--- src/rtl/mips_pkg.sv ---
// Shared MIPS pipeline definitions: reset vector, canonical NOP and the fetch entry layout.
package mips_pkg;

    localparam int unsigned AW_DEFAULT = 32;
    localparam int unsigned IW_DEFAULT = 32;

    localparam logic [AW_DEFAULT-1:0] RESET_PC  = 32'h0000_3000;
    localparam logic [IW_DEFAULT-1:0] INSTR_NOP = 32'h0000_0000;

    typedef struct packed {
        logic [AW_DEFAULT-1:0] pc;
        logic [IW_DEFAULT-1:0] instr;
    } fetch_entry_t;

endpackage

--- src/rtl/if_id_queue_mem.sv ---
// Entry storage for the IF/ID queue: one synchronous write port, one asynchronous read port.
module if_id_queue_mem #(
    parameter int unsigned DEPTH = 4,
    parameter int unsigned WIDTH = 64
) (
    input  logic                     clk_i,
    input  logic                     we_i,
    input  logic [$clog2(DEPTH)-1:0] waddr_i,
    input  logic [WIDTH-1:0]         wdata_i,
    input  logic [$clog2(DEPTH)-1:0] raddr_i,
    output logic [WIDTH-1:0]         rdata_o
);

    logic [WIDTH-1:0] mem_q [DEPTH];

    // Contents are deliberately not reset; validity is tracked by the occupancy count.
    always_ff @(posedge clk_i) begin
        if (we_i) begin
            mem_q[waddr_i] <= wdata_i;
        end
    end

    assign rdata_o = mem_q[raddr_i];

endmodule

--- src/rtl/if_id_queue.sv ---
// Fetch-to-decode queue: circular buffer with occupancy count and single-cycle flush.
module if_id_queue
    import mips_pkg::*;
#(
    parameter int unsigned DEPTH = 4,
    parameter int unsigned AW    = AW_DEFAULT,
    parameter int unsigned IW    = IW_DEFAULT
) (
    input  logic                     clk,
    input  logic                     rst_n,
    input  logic                     in_valid,
    output logic                     in_ready,
    input  logic [AW-1:0]            in_pc,
    input  logic [IW-1:0]            in_instr,
    input  logic                     flush,
    output logic                     out_valid,
    input  logic                     out_ready,
    output logic [AW-1:0]            out_pc,
    output logic [AW-1:0]            out_pc4,
    output logic [IW-1:0]            out_instr,
    output logic [$clog2(DEPTH):0]   count
);

    localparam int unsigned PtrW = $clog2(DEPTH);
    localparam int unsigned CntW = PtrW + 1;
    localparam logic [CntW-1:0] CntFull = CntW'(DEPTH);

    logic [PtrW-1:0] rd_ptr_q, rd_ptr_d;
    logic [PtrW-1:0] wr_ptr_q, wr_ptr_d;
    logic [CntW-1:0] count_q, count_d;
    logic            push, pop;
    logic [AW+IW-1:0] rdata;

    // Handshakes depend only on registered state and flush.
    assign in_ready  = (count_q != CntFull) && !flush;
    assign out_valid = (count_q != '0);
    assign push      = in_valid && in_ready;
    assign pop       = out_valid && out_ready;

    always_comb begin
        rd_ptr_d = rd_ptr_q;
        wr_ptr_d = wr_ptr_q;
        count_d  = count_q;
        if (flush) begin
            rd_ptr_d = '0;
            wr_ptr_d = '0;
            count_d  = '0;
        end else begin
            if (push) begin
                wr_ptr_d = wr_ptr_q + 1'b1;
            end
            if (pop) begin
                rd_ptr_d = rd_ptr_q + 1'b1;
            end
            if (push && !pop) begin
                count_d = count_q + 1'b1;
            end else if (pop && !push) begin
                count_d = count_q - 1'b1;
            end
        end
    end

    always_ff @(posedge clk or negedge rst_n) begin
        if (!rst_n) begin
            rd_ptr_q <= '0;
            wr_ptr_q <= '0;
            count_q  <= '0;
        end else begin
            rd_ptr_q <= rd_ptr_d;
            wr_ptr_q <= wr_ptr_d;
            count_q  <= count_d;
        end
    end

    if_id_queue_mem #(
        .DEPTH (DEPTH),
        .WIDTH (AW + IW)
    ) u_mem (
        .clk_i   (clk),
        .we_i    (push),
        .waddr_i (wr_ptr_q),
        .wdata_i ({in_pc, in_instr}),
        .raddr_i (rd_ptr_q),
        .rdata_o (rdata)
    );

    assign out_pc    = rdata[AW+IW-1:IW];
    assign out_instr = rdata[IW-1:0];
    assign out_pc4   = out_pc + AW'(4);
    assign count     = count_q;

endmodule

--- config.mk ---
export PLATFORM = sky130hd
export DESIGN_NAME = if_id_queue
export DESIGN_NICKNAME = d
export VERILOG_FILES = /design/src/rtl/mips_pkg.sv /design/src/rtl/if_id_queue_mem.sv /design/src/rtl/if_id_queue.sv
export SDC_FILE = /design/constraint.sdc
export NUM_CORES = 1
export LEC_CHECK = 0
export ABC_AREA = 0
export CAP_MARGIN = 20
export CORE_MARGIN = 10
export CORE_UTILIZATION = 45
export CTS_BUF_LIST = sky130_fd_sc_hd__clkbuf_8
export CTS_CLUSTER_SIZE = 16
export DETAILED_ROUTE_END_ITERATION = 8
export PLACE_DENSITY_LB_ADDON = 0.15
export SETUP_SLACK_MARGIN = 0.05
export SKIP_LAST_GASP = 1
export SLEW_MARGIN = 20
export SYNTH_ARGS = -nofsm -noshare
export SYNTH_HDL_FRONTEND = slang
export SYNTH_SLANG_ARGS = --single-unit
--- constraint.sdc ---
create_clock -name clk -period 6.55 [get_ports clk]
set_input_delay 1.965 -clock clk [delete_from_list [all_inputs] [get_ports clk]]
set_output_delay 1.965 -clock clk [all_outputs]
set_load 0.01 [all_outputs]
Yosys cells after proc, flatten, opt, wreduce, memory -nomap -nowiden
Memory sizes are Yosys's and may differ from the RTL's.
Cells that the tools add are included.
W data, S select, Z words.
{"block": "word_totals", "wordCells": 31, "inputBits": 69, "memories": 1, "regBits": 7, "ramBits": 256}
{"block": "classes", "n_reduce_logical": 12, "n_mux": 9, "n_eq_ne": 1, "addsub": 5}
{"memory": "u_mem.mem_q", "depth": 4, "word_bits": 64, "rd": 1, "rd_clocked_by_memory_dff": 0, "wr": 1, "line_no": "if_id_queue_mem.sv:14", "source": "logic [WIDTH-1:0] mem_q [DEPTH];"}
{"operator": "$add A32 B3 Y32 const B", "count": 1}
{"operator": "$mux W3", "count": 3}
{"operator": "$mux W2", "count": 4}
{"operator": "$reduce_bool A3 Y1", "count": 2}
{"operator": "$logic_and A1 B1 Y1", "count": 5}
{"operator": "$add A2 B1 Y2 const B", "count": 2}
{"operator": "$reduce_bool A2 Y1", "count": 2}
{"operator": "$add A3 B1 Y3 const B", "count": 1}
{"operator": "$logic_not A1 Y1", "count": 3}
{"operator": "$ne A3 B3 Y1 const B", "count": 1}
{"operator": "$sub A3 B1 Y3 const B", "count": 1}
{"operator": "$mux W1", "count": 2}

Logic depth before layout (Yosys ltp)
{"block": "depth", "depth_word": 8, "ltp_mapped": 9, "depth_no_buf": 8}

Hierarchy
From an unflattened synthesis, not the netlist that was laid out.
{"block": "hier_totals", "cells_unflattened": 460, "hier_area_um2": 10332.4}
{"module": "if_id_queue_mem", "area_each_um2": 9341.5, "cells_each": 338, "instances": 1, "seq_area_each_um2": 7687.4}
{"module": "if_id_queue", "area_each_um2": 991.0, "cells_each": 122, "instances": 1, "seq_area_each_um2": 175.2}

Worst setup path before layout
OpenSTA, ideal clock, no wires.
{"block": "synth_timing", "kind": "input port to flip-flop", "from": "input port flush", "to": "memory u_mem.mem_q[0][0] (enable)", "n_path_buf": 2, "cell_stages": 4, "arrival_ns": 4.258, "required_ns": 6.121, "setup_slack_ns": 1.863, "path_cell_list": "clkbuf_1 -> a211oi_1 -> clkbuf_1 -> and2_1"}
{"block": "synth_between", "elab_chain_cells": 5}
{"item": "start: declaration", "line_no": "if_id_queue.sv:15", "source": "input logic flush,"}
{"item": "$logic_not A1 Y1", "line_no": "if_id_queue.sv:35", "source": "assign in_ready = (count_q != CntFull) && !flush;"}
{"item": "$logic_and A1 B1 Y1", "line_no": "if_id_queue.sv:35"}
{"item": "$logic_and A1 B1 Y1", "line_no": "if_id_queue.sv:37", "source": "assign push = in_valid && in_ready;"}
{"item": "$mux W1", "line_no": "if_id_queue_mem.sv:18", "source": "if (we_i) begin"}
{"item": "$mux W1 (implied by the code)", "line_no": "if_id_queue_mem.sv:19", "source": "mem_q[waddr_i] <= wdata_i;"}
{"item": "end: declaration", "line_no": "if_id_queue_mem.sv:14"}
No other way between the ends.

Worst setup path in the final report
{"block": "layout_timing", "from": "register rd_ptr_q[0]", "to": "output port out_pc4[30]"}
{"block": "layout_between", "elab_chain_cells": 2}
{"item": "start: declaration", "line_no": "if_id_queue.sv:28", "source": "logic [PtrW-1:0] rd_ptr_q, rd_ptr_d;"}
{"item": "start signal: assignment", "line_no": "if_id_queue.sv:69", "source": "rd_ptr_q <= rd_ptr_d;"}
{"item": "$mem_v2 Z4 W64"}
{"item": "$add A32 B3 Y32", "line_no": "if_id_queue.sv:89", "source": "assign out_pc4 = out_pc + AW'(4);"}
{"item": "end: declaration", "line_no": "if_id_queue.sv:19", "source": "output logic [AW-1:0] out_pc4,"}
No other way between the ends.

==> metrics.csv <==
stage,metric,value,unit
sta,Pins Over Slew Limit,0,
power,PD cells,354.7,nW/um2
clock_network,cts hold-fix bufs,0,
grt,initial antenna violation count,0,
synthesis,Ys Warns,0,
worst_setup_path,"Buf+Inv Stages, Crit Path",1,
grt,GRT Overall Usage,14.62,%
worst_setup_path,CP top delay family,simple AND/OR/NAND/NOR gates,
layout,most frequent cells in the layout,"edfxtp_1, clkdlybuf4s50_1, mux4_2",
worst_hold_path,Hold WC Path Type,reg2reg,
power,Lkg Pwr,4.202,nW
sta,Final Skew,0.007725,ns
detailed_routing,number of vias per cell,5.276,
floorplanning,Initial Util,45.65,%
sta,final hold vios,0,
sta,final cycle utilization of the critical path,88.38,%
synthesis,prevailing post-synth register cell,edfxtp_1,
synthesis,"Seq/Total Area, Yosys",76.08,%
layout,share of layout cells above drive strength 1,18.71,%
sta,FMAX,172.7,MHz
layout,nets,742,
power,Max VDD drop,0.2158,mV
synthesis,mean post-synth cell area,21.94,um2
detailed_routing,Remaining DRCs,0,
sta,setup TNS,0,ns
synthesis,Yosys top cell area share,74.38,%
grt,pin count of the biggest net entering global routing,65,
synthesis,ranking of synthesized cells by area,"edfxtp_1, mux4_2, dfrtp_1, xnor2_1, xor2_1",
power,NetSw,1.279,mW
synthesis,"Async S/R FF share, synth",2.662,%
sta,crit path time final,5.789,ns
detailed_routing,DR iter-0 viols,349,
synthesis,Post-Syn Nets,546,
layout,FILL cells,1707,
sta,worst hold slack,0.6449,ns
detailed_routing,Routed Antenna Nets,0,
worst_setup_path,WP data required,4.59,ns
place,GP Congestion,0.7932,
worst_setup_path,worst setup path class,reg2out,
place,dpl hpwl,13010,um
grt,grt ovf,0,
worst_setup_path,crit path launch type,register,
grt,vias in the first global route,5738,
clock_network,CTS Sinks,263,
worst_setup_path,slowest cell on the critical path,dfrtp_4,
synthesis,synthesized flop and latch total,263,
worst_setup_path,crit end category,output pin,
floorplanning,Die Area,29430,um2
floorplanning,die width,171.5,um
worst_setup_path,CP arrival,3.82,ns
clock_network,H-Tree Depth,2,
clock_network,CTS tree,yes,
clock_network,clock root buffer,clkbuf_8,
clock_network,clk_lat worst skew,0.53,ns
synthesis,Synth Instances,471,
clock_network,setup bufs post-CTS,0,
grt,first-pass GRT wire length,32810,um
detailed_routing,total wire length,21290,um
detailed_routing,via count,5181,
detailed_routing,First-pass DRT Iterations,4,
run,Max-Cap Viols,0,
floorplanning,FP Rows,55,
detailed_routing,drt wl/cell,21.68,um
worst_setup_path,most frequent CP cell,nand4_1,
synthesis,count of different cell masters after synthesis,38,
synthesis,Post-synth EDFFs,256,
synthesis,Synth area leader,edfxtp_1,
power,Tot Pwr,4.624,mW
place,port bufs,169,
power,Logic pwr share,28.5,%
clock_network,post-CTS sizing,0,
floorplanning,Core ar.,22640,um2
outcome,status,"finished, final reports clean",
power,Internal,3.345,mW
synthesis,mapped cell area,10330,um2
power,Clk pwr share,26.8,%
clock_network,Clock Tree Buf Depth,3,
power,Flop pwr share,44.7,%
sta,Rel. slew slack,30.35,%
clock_network,"Clk pin slew, worst setup/hold paths",0.06,ns
floorplanning,Die Ht,171.5,um
sta,unrepaired setup endpoints after global routing,false,
layout,Syn-to-layout area delta,26.14,%
worst_setup_path,Crit Path Max Fanout,39,
sta,# setup viols final,0,
floorplanning,I/O Pins,170,
power,switching share of power,27.67,%
layout,"commonest non-fill, non-tap cell in the layout",edfxtp_1,
worst_setup_path,Max stage delay on crit path,0.92,ns
clock_network,CTS Buf Count,42,
sta,Slew @ Worst Pin,1.045,ns
worst_setup_path,cell breakdown of the critical path,mux4_2 -> nand4_1 -> nor4_1 -> nand4_1 -> xnor2_1 -> clkdlybuf4s50_1,
power by group through the flow:
stage                     clock network, mW  registers [mW]  logic [mW]
after floorplan                           0            2.03       0.760
after global placement                    0            2.10        1.33
after detailed placement                  0            2.11        1.34
after CTS                              1.28            2.07        1.35
after global routing                   1.35            2.09        1.41
final                                  1.24            2.07        1.32
layer usage:
metal,GRT usage (%),routed length [um]
met1,17.76,8597
met2,24.23,10460
met3,4.836,1841
met4,4.612,388
met5,0,0
kinds of logic after synthesis:
logic type / share of synthesized area (%)
AOI/OAI and AO/OA: 0.4237
muxes: 14.04
and+or+nand+nor: 4.274
buffers and inverters: 1.586
DFF: 76.08
adders and majority gates: 0.7990
xor gates and xnor gates: 2.797
metrics by stage:
stage | utilization [%] | setup WS [ns] | instances | area, um2
2_1_floorplan | - | 1.863 | 471 | 10330
3_3_place_gp | 54.28 | 1.230 | 908 | 12290
3_5_place_dp | 54.28 | 1.275 | 908 | 12290
4_1_cts | 57.56 | 0.6960 | 980 | 13030
5_1_grt | 57.56 | 0.4191 | 980 | 13030
6_report | 57.58 | 0.7611 | 982 | 13040
path summary, 6_finish.rpt:
| check | startpoint | end | slack, ns | depth (start not counted) |
|---|---|---|---|---|
| max | rd_ptr_q[0] | out_pc4[30] | 0.76 | 6 |
| min | count[1] | count[1] | 0.64 | 2 |
| max reg2reg | count[0] | u_mem.mem_q[1][57] | 4.35 | 4 |
| min reg2reg | count[1] | count[1] | 0.64 | 2 |
| max in group asynchronous | rst_n | rd_ptr_q[0] | 4.56 | 1 |
| min in group asynchronous | rst_n | wr_ptr_q[1] | 1.71 | 1 |
Yosys cell counts, drive strengths merged (5+ instances only):
master,n
edfxtp,256
mux4,64
xnor2,18
buf,17
xor2,15
nor2,14
nand2,12
nand3,12
inv,8
nand4,8
dfrtp,7
ha,5
final cells by class:
type | instances | area (um2) | share of cell area [%]
Sequential cell | 263 | 7870 | 60.37
Multi-Input combinational cell | 180 | 2318 | 17.78
Timing Repair Buffer | 172 | 1714 | 13.15
Clock buffer | 43 | 591.8 | 4.540
Tap cell | 285 | 356.6 | 2.735
Clock inverter | 29 | 150.1 | 1.152
Inverter | 8 | 30.03 | 0.2303
Antenna cell | 2 | 5.005 | 0.03839
state kept, by name, summed over array words and instances (netlist names):
register	cells
count	3
rd_ptr_q	2
u_mem.mem_q	256
wr_ptr_q	2
worst register-to-register path: stages (launching register included):
cell and delay (ns):
dfrtp_1 0.40, nor2_1 0.08, a211oi_1 0.22, buf_4 0.21, and2_4 0.87
No activity file was read; power rests on OpenSTA's default activity.
